`config.mk`:
```
export PLATFORM = sky130hd
export DESIGN_NAME = ltc2333_ctrl
export DESIGN_NICKNAME = d
export VERILOG_FILES = /design/src/rtl/ltc2333_pkg.sv /design/src/rtl/ltc2333_chan_sel.sv /design/src/rtl/ltc2333_ctrl.sv
export SDC_FILE = /design/constraint.sdc
export NUM_CORES = 1
export LEC_CHECK = 0
export CORE_AREA = 5 5 126 128
export CTS_CLUSTER_DIAMETER = 80
export DETAILED_ROUTE_END_ITERATION = 7
export DIE_AREA = 0 0 131 133
export PLACE_DENSITY_LB_ADDON = 0.25
export SLEW_MARGIN = 20
export SYNTH_ARGS = -nofsm -noshare
export SYNTH_HDL_FRONTEND = slang
export SYNTH_HIERARCHICAL = 1
export SYNTH_SLANG_ARGS = --single-unit
export TNS_END_PERCENT = 10
```
`constraint.sdc`:
```
create_clock -name clk -period 5.9 [get_ports clk]
set_clock_uncertainty 0.05 [all_clocks]
set_input_delay 1.475 -clock clk [delete_from_list [all_inputs] [get_ports clk]]
set_output_delay 1.475 -clock clk [all_outputs]
set_load 0.02 [all_outputs]
```
`src/rtl/ltc2333_pkg.sv`:
```
// rtl/ltc2333_pkg.sv - shared types, constants and control-word helpers for the LTC2333 sequencer
package ltc2333_pkg;

    typedef enum logic [2:0] {
        IDLE,
        CNV,
        CONVERT,
        SHIFT,
        GAP
    } state_t;

    localparam int LTC2333_NCH        = 8;
    localparam int LTC2333_FRAME_BITS = 24;
    localparam int LTC2333_CW_BITS    = 8;

    // SoftSpan control word: valid bit, channel id, reserved zero, span code
    function automatic logic [LTC2333_CW_BITS-1:0] ltc2333_cw(input logic [2:0] ch,
                                                              input logic [2:0] sp);
        return {1'b1, ch, 1'b0, sp};
    endfunction

    // Pick the 3-bit span code of one channel out of the packed span vector
    function automatic logic [2:0] ltc2333_span_of(input logic [3*LTC2333_NCH-1:0] spans,
                                                   input logic [2:0] ch);
        return spans[3*ch +: 3];
    endfunction

endpackage

```
`src/rtl/ltc2333_chan_sel.sv`:
```
// rtl/ltc2333_chan_sel.sv - lowest set bit of an 8-bit channel mask at or above a start index
module ltc2333_chan_sel
    import ltc2333_pkg::*;
(
    input  logic [LTC2333_NCH-1:0] mask,
    input  logic [3:0]             start,
    output logic                   found,
    output logic [2:0]             idx
);

    // Scan from the top down so the lowest qualifying channel is the one left standing
    always_comb begin
        found = 1'b0;
        idx   = 3'd0;
        for (int i = LTC2333_NCH - 1; i >= 0; i--) begin
            if (mask[i] && (4'(i) >= start)) begin
                found = 1'b1;
                idx   = 3'(i);
            end
        end
    end

endmodule

```
`src/rtl/ltc2333_ctrl.sv`:
```
// rtl/ltc2333_ctrl.sv - LTC2333 conversion trigger, CNV/SCKI timing and SoftSpan SDI sequencer
module ltc2333_ctrl
    import ltc2333_pkg::*;
#(
    parameter int CLK_DIV         = 2,
    parameter int CNV_HIGH_CYCLES = 8,
    parameter int CONV_CYCLES     = 100,
    parameter int GAP_CYCLES      = 4,
    parameter int PERIOD_W        = 32
) (
    input  logic                         clk,
    input  logic                         reset,
    input  logic                         enable,
    input  logic                         ext_trig,
    input  logic [PERIOD_W-1:0]          period,
    input  logic [LTC2333_NCH-1:0]       chan_mask,
    input  logic [3*LTC2333_NCH-1:0]     span,
    output logic                         cnv,
    output logic                         scki,
    output logic                         sdi,
    output logic                         busy,
    output logic                         frame_done,
    output logic [15:0]                  overrun_cnt
);

    localparam int TMR_W = 16;
    localparam int PAD_W = LTC2333_FRAME_BITS - LTC2333_CW_BITS;

    state_t                        state;
    logic [PERIOD_W-1:0]           per_cnt;
    logic                          per_match;
    logic                          trig;
    logic [TMR_W-1:0]              tmr;
    logic [LTC2333_NCH-1:0]        mask_l;
    logic [3*LTC2333_NCH-1:0]      span_l;
    logic [3:0]                    n_act;
    logic [3:0]                    pop;
    logic [2:0]                    cur_ch;
    logic [2:0]                    frame_cnt;
    logic [4:0]                    bit_cnt;
    logic [LTC2333_FRAME_BITS-1:0] sr;
    logic [LTC2333_NCH-1:0]        sel_mask;
    logic [3:0]                    sel_start;
    logic                          sel_found;
    logic [2:0]                    sel_idx;
    logic [LTC2333_FRAME_BITS-1:0] first_word;
    logic [LTC2333_FRAME_BITS-1:0] next_word;

    assign per_match = (period != '0) && (per_cnt == period - PERIOD_W'(1));
    assign trig      = enable && (ext_trig || per_match);

    // Outside IDLE the selector walks the latched mask from the channel after the current one
    assign sel_mask  = (state == IDLE) ? chan_mask : mask_l;
    assign sel_start = (state == IDLE) ? 4'd0 : ({1'b0, cur_ch} + 4'd1);

    ltc2333_chan_sel u_chan_sel (
        .mask  (sel_mask),
        .start (sel_start),
        .found (sel_found),
        .idx   (sel_idx)
    );

    assign first_word = {ltc2333_cw(cur_ch, ltc2333_span_of(span_l, cur_ch)), {PAD_W{1'b0}}};
    assign next_word  = {ltc2333_cw(sel_idx, ltc2333_span_of(span_l, sel_idx)), {PAD_W{1'b0}}};

    // SDI is always the MSB of the frame shift register, so it stays a registered output
    assign sdi = sr[LTC2333_FRAME_BITS-1];

    // Number of enabled channels in the live mask, latched at trigger time
    always_comb begin
        pop = 4'd0;
        for (int i = 0; i < LTC2333_NCH; i++) begin
            pop = pop + 4'(chan_mask[i]);
        end
    end

    // Free-running period counter, parked at zero while periodic triggering is off
    always_ff @(posedge clk or posedge reset) begin
        if (reset) begin
            per_cnt <= '0;
        end else if (!enable || (period == '0) || per_match) begin
            per_cnt <= '0;
        end else begin
            per_cnt <= per_cnt + PERIOD_W'(1);
        end
    end

    // Sequencer: trigger, CNV pulse, conversion wait, per-channel SCKI frames, guard gap
    always_ff @(posedge clk or posedge reset) begin
        if (reset) begin
            state       <= IDLE;
            cnv         <= 1'b0;
            scki        <= 1'b0;
            busy        <= 1'b0;
            frame_done  <= 1'b0;
            overrun_cnt <= 16'd0;
            tmr         <= '0;
            mask_l      <= '0;
            span_l      <= '0;
            n_act       <= 4'd0;
            cur_ch      <= 3'd0;
            frame_cnt   <= 3'd0;
            bit_cnt     <= 5'd0;
            sr          <= '0;
        end else begin
            frame_done <= 1'b0;
            if (trig && (state != IDLE) && (overrun_cnt != 16'hFFFF)) begin
                overrun_cnt <= overrun_cnt + 16'd1;
            end
            case (state)
                IDLE: begin
                    if (trig && sel_found) begin
                        mask_l <= chan_mask;
                        span_l <= span;
                        n_act  <= pop;
                        cur_ch <= sel_idx;
                        cnv    <= 1'b1;
                        busy   <= 1'b1;
                        tmr    <= '0;
                        state  <= CNV;
                    end
                end
                CNV: begin
                    if (tmr == TMR_W'(CNV_HIGH_CYCLES - 1)) begin
                        cnv   <= 1'b0;
                        tmr   <= '0;
                        state <= CONVERT;
                        if (CONV_CYCLES == 1) begin
                            sr <= first_word;
                        end
                    end else begin
                        tmr <= tmr + TMR_W'(1);
                    end
                end
                CONVERT: begin
                    if ((CONV_CYCLES >= 2) && (tmr == TMR_W'(CONV_CYCLES - 2))) begin
                        sr <= first_word;
                    end
                    if (tmr == TMR_W'(CONV_CYCLES - 1)) begin
                        tmr       <= '0;
                        bit_cnt   <= 5'd0;
                        frame_cnt <= 3'd0;
                        state     <= SHIFT;
                    end else begin
                        tmr <= tmr + TMR_W'(1);
                    end
                end
                SHIFT: begin
                    if (tmr == TMR_W'(CLK_DIV - 1)) begin
                        tmr <= '0;
                        if (!scki) begin
                            scki <= 1'b1;
                        end else begin
                            scki <= 1'b0;
                            if (bit_cnt == 5'(LTC2333_FRAME_BITS - 1)) begin
                                bit_cnt <= 5'd0;
                                if ({1'b0, frame_cnt} == n_act - 4'd1) begin
                                    sr         <= '0;
                                    frame_done <= 1'b1;
                                    state      <= GAP;
                                end else begin
                                    frame_cnt <= frame_cnt + 3'd1;
                                    cur_ch    <= sel_idx;
                                    sr        <= next_word;
                                end
                            end else begin
                                bit_cnt <= bit_cnt + 5'd1;
                                sr      <= {sr[LTC2333_FRAME_BITS-2:0], 1'b0};
                            end
                        end
                    end else begin
                        tmr <= tmr + TMR_W'(1);
                    end
                end
                GAP: begin
                    if (tmr == TMR_W'(GAP_CYCLES - 1)) begin
                        tmr   <= '0;
                        busy  <= 1'b0;
                        state <= IDLE;
                    end else begin
                        tmr <= tmr + TMR_W'(1);
                    end
                end
                default: begin
                    state <= IDLE;
                end
            endcase
        end
    end

endmodule

```
==> run summary <==
Final worst slack: 0.784 ns
First-pass GRT wire length: 31,900 um
Nets: 1,047
Clk_lat worst skew: 0.42 ns
Worst R2R Setup Slack: 1.77 ns
Share of cells above drive strength 1: 9.34%
Hold Vio Cnt, Final: 0
Die Area: 17,400 sq um
ANT cells: 0
F_max: 0.195 GHz
WL final: 19,100 um
CP startpoint kind: primary input
Mean post-synth cell area: 9.37 sq um
RSZ-0062 raised after global routing: false
Routed vias: 6,882
Max_slew headroom: 36.4%
Register-to-Register Path Depth: 11
CP max-delay cell: clkdlybuf4s50_1
Synth warn: 6
Clk slew on worst S/H paths: 0.06 ns
Period utilization: 86.7%
Gpl congestion: 0.938
Worst path cell trace: clkdlybuf4s50_1, nor4_1, buf_4, nand4b_1, buf_4, or4_1, a21boi_0, nand3_1, nor4_4, a31oi_4, nor2_8, buf_12, mux2_2
Worst-case hold slack: 0.433 ns
Cts repair resizes: 0
Sequential area share after synthesis: 38.2%
Starting DRC count in detailed routing: 455
CP arrival: 5.37 ns
Crit path time final: 5.12 ns
Cells after Synth: 881
Initial antenna violation count: 0
Via/cell ratio: 5.92
Area grow syn2layout: 20.1%
Final Setup Violations: 0
Final core occ: 67.2%
Max Cap Viol: 0
DIE HEIGHT: 133 um
Slew @ Worst Pin: 0.955 ns
Worst min-delay path category: flop to flop
RR Startpoint: state[2]
Drt drc: 0
Status: finished clean
Clock root buffer: clkbuf_16
Clk sink count: 126
Clock Path Buffers: 2
Area of the core: 14,800 sq um
Leakage: 0.00428 uW
Total gr overflow: 0
Worst R2R End: sr[16]
EDFF count, synth: 0
Finished Cell Area: 9920 sq um
Post-synth cell types: 71
Vias in the first global route: 6,619
I/O Pins: 89
Hold path start: tmr[15]
Port bufs: 88
CP peak stage delay: 0.62 ns
Worst path required time: 6.15 ns
Die width: 131 um
Final Max Tran Viols: 0
CTS tree: yes
Hold Path Depth: 1
Total track usage: 22.5%
Num rows: 45
Hold-fix buffers, CTS: 0
Setup Fix Bufs, Post-CTS: 0
H-tree lvl count: 4
Worst path most repeated cell: buf_4
Area after DPL: 9300 sq um
Worst Setup SP: period[2]
Num CTS Buffers: 17
Post-synth ARST share: 100%
Setup TNS: 0 ns
Detail Route Antenna Nets: 0
Drt wl/cell: 16.4 um
HPWL after DPL: 13,700 um
Most used DFF post-synth: dfrtp_1
PwrDens: 235 nW/um^2
Synthesized area: 8260 sq um
Largest net degree at the start of global routing: 72
DRT Pass-1 Iters: 5
Starting density of the core: 56.0%
Crit path kind: primary input to flop
Maximum VDD drop: 0.191 mV
Worst Hold End: tmr[15]
FF+latch count, synth: 126
Max FO, Critical Path: 35
Syn nets: 967
Worst setup EP type: flop
Setup WS pre-CTS: 0.404 ns
## power breakdown
| group | internal, uW | switching (uW) | total [uW] |
|---|---|---|---|
| sequential | 897 | 38.9 | 936 |
| clock | 670 | 405 | 1080 |
| combinational | 156 | 168 | 324 |
## state kept, by name (all words and copies together), names as in the netlist, 3 cells and up
register and flops:
frame_cnt 3, per_cnt 32, span_l 24, sr 8, state 3, cur_ch 3
overrun_cnt 16, bit_cnt 5, tmr 16, mask_l 8, n_act 4
## stage by stage
| step | power, uW | instances |
|---|---|---|
| after floorplan | 1130 | 881 |
| after global placement | 1270 | 1130 |
| after detailed placement | 1270 | 1130 |
| after CTS | 2350 | 1162 |
| after global routing | 2430 | 1162 |
| final | 2330 | 1162 |
## Yosys cell counts (14+ instances only)
master      n  area share [%]
dfrtp_1   126              38
nor2_1     93             4.2
nand2_1    76             3.5
xor2_1     49             5.2
nand3_1    42             2.5
xnor2_1    36             3.8
a21oi_1    35             2.1
inv_1      31             1.4
mux2_1     30             4.1
o21ai_0    30             1.8
clkbuf_1   28             1.3
nor3_1     24             1.5
and3_1     21             1.6
a31oi_1    19             1.4
nor4_1     17             1.3
mux2_2     16             2.2
ha_1       14             2.1
## metal layers
layer	global-route usage, %	part of all wire (%)
met1	30.5	45
met2	36.7	49
met3	3.79	4.2
met4	6.91	2.0
met5	0	0
## cell families after synthesis
| kind of cell | count (synthesis) | share of synthesized area [%] |
|---|---|---|
| DFF | 126 | 38.2 |
| buffers and inverters | 70 | 3.71 |
| xor gates and xnor gates | 86 | 9.29 |
| muxes | 69 | 10.9 |
| adders and majority gates | 18 | 3.09 |
| AOI/OAI and AO/OA | 144 | 11.2 |
| and+or+nand+nor | 368 | 23.6 |
## critical path: cells and delay by family
family / cells / cell delay [ns]
and+or+nand+nor: 6 / 1.74
muxes: 1 / 0.36
buffers and inverters: 4 / 1.26
AOI/OAI and AO/OA: 2 / 0.51
## layout make-up
type / count / area (sq um)
repair buffers: 100 / 996
clock inverters: 15 / 186
inverters: 31 / 119
clock buffers: 17 / 425
fillers: 1143 / 4830
multi-input cells: 685 / 4800
well taps: 188 / 235
flip-flops and latches: 126 / 3150
## layout by cell type, fill, tap and decap left out, drive strengths merged, types with 6 or more instances in the layout
cell type	instances
o21a	7
mux2	46
xor2	49
or4	9
nand3	43
and3	21
nor3	24
ha	14
nand2	76
mux2i	11
or3	11
nand3b	6
o21ai	32
and2	8
nand2b	6
inv	35
buf	12
o31ai	8
dfrtp	126
xnor2	36
clkbuf	17
nor4	22
clkdlybuf4s50	88
nand4	12
nand4b	11
mux4	12
nor2	94
a31oi	20
a21oi	36
## how the worst max path moves through the flow
stage                            endpoint  slack [ns]
final                           span_l[6]        0.78
after global routing       overrun_cnt[1]        0.53
after CTS                       span_l[6]        0.84
after detailed placement  overrun_cnt[15]        0.40
after global placement    overrun_cnt[15]        0.47
after floorplan                bit_cnt[0]        1.02
No activity file was read; power rests on OpenSTA's default activity.
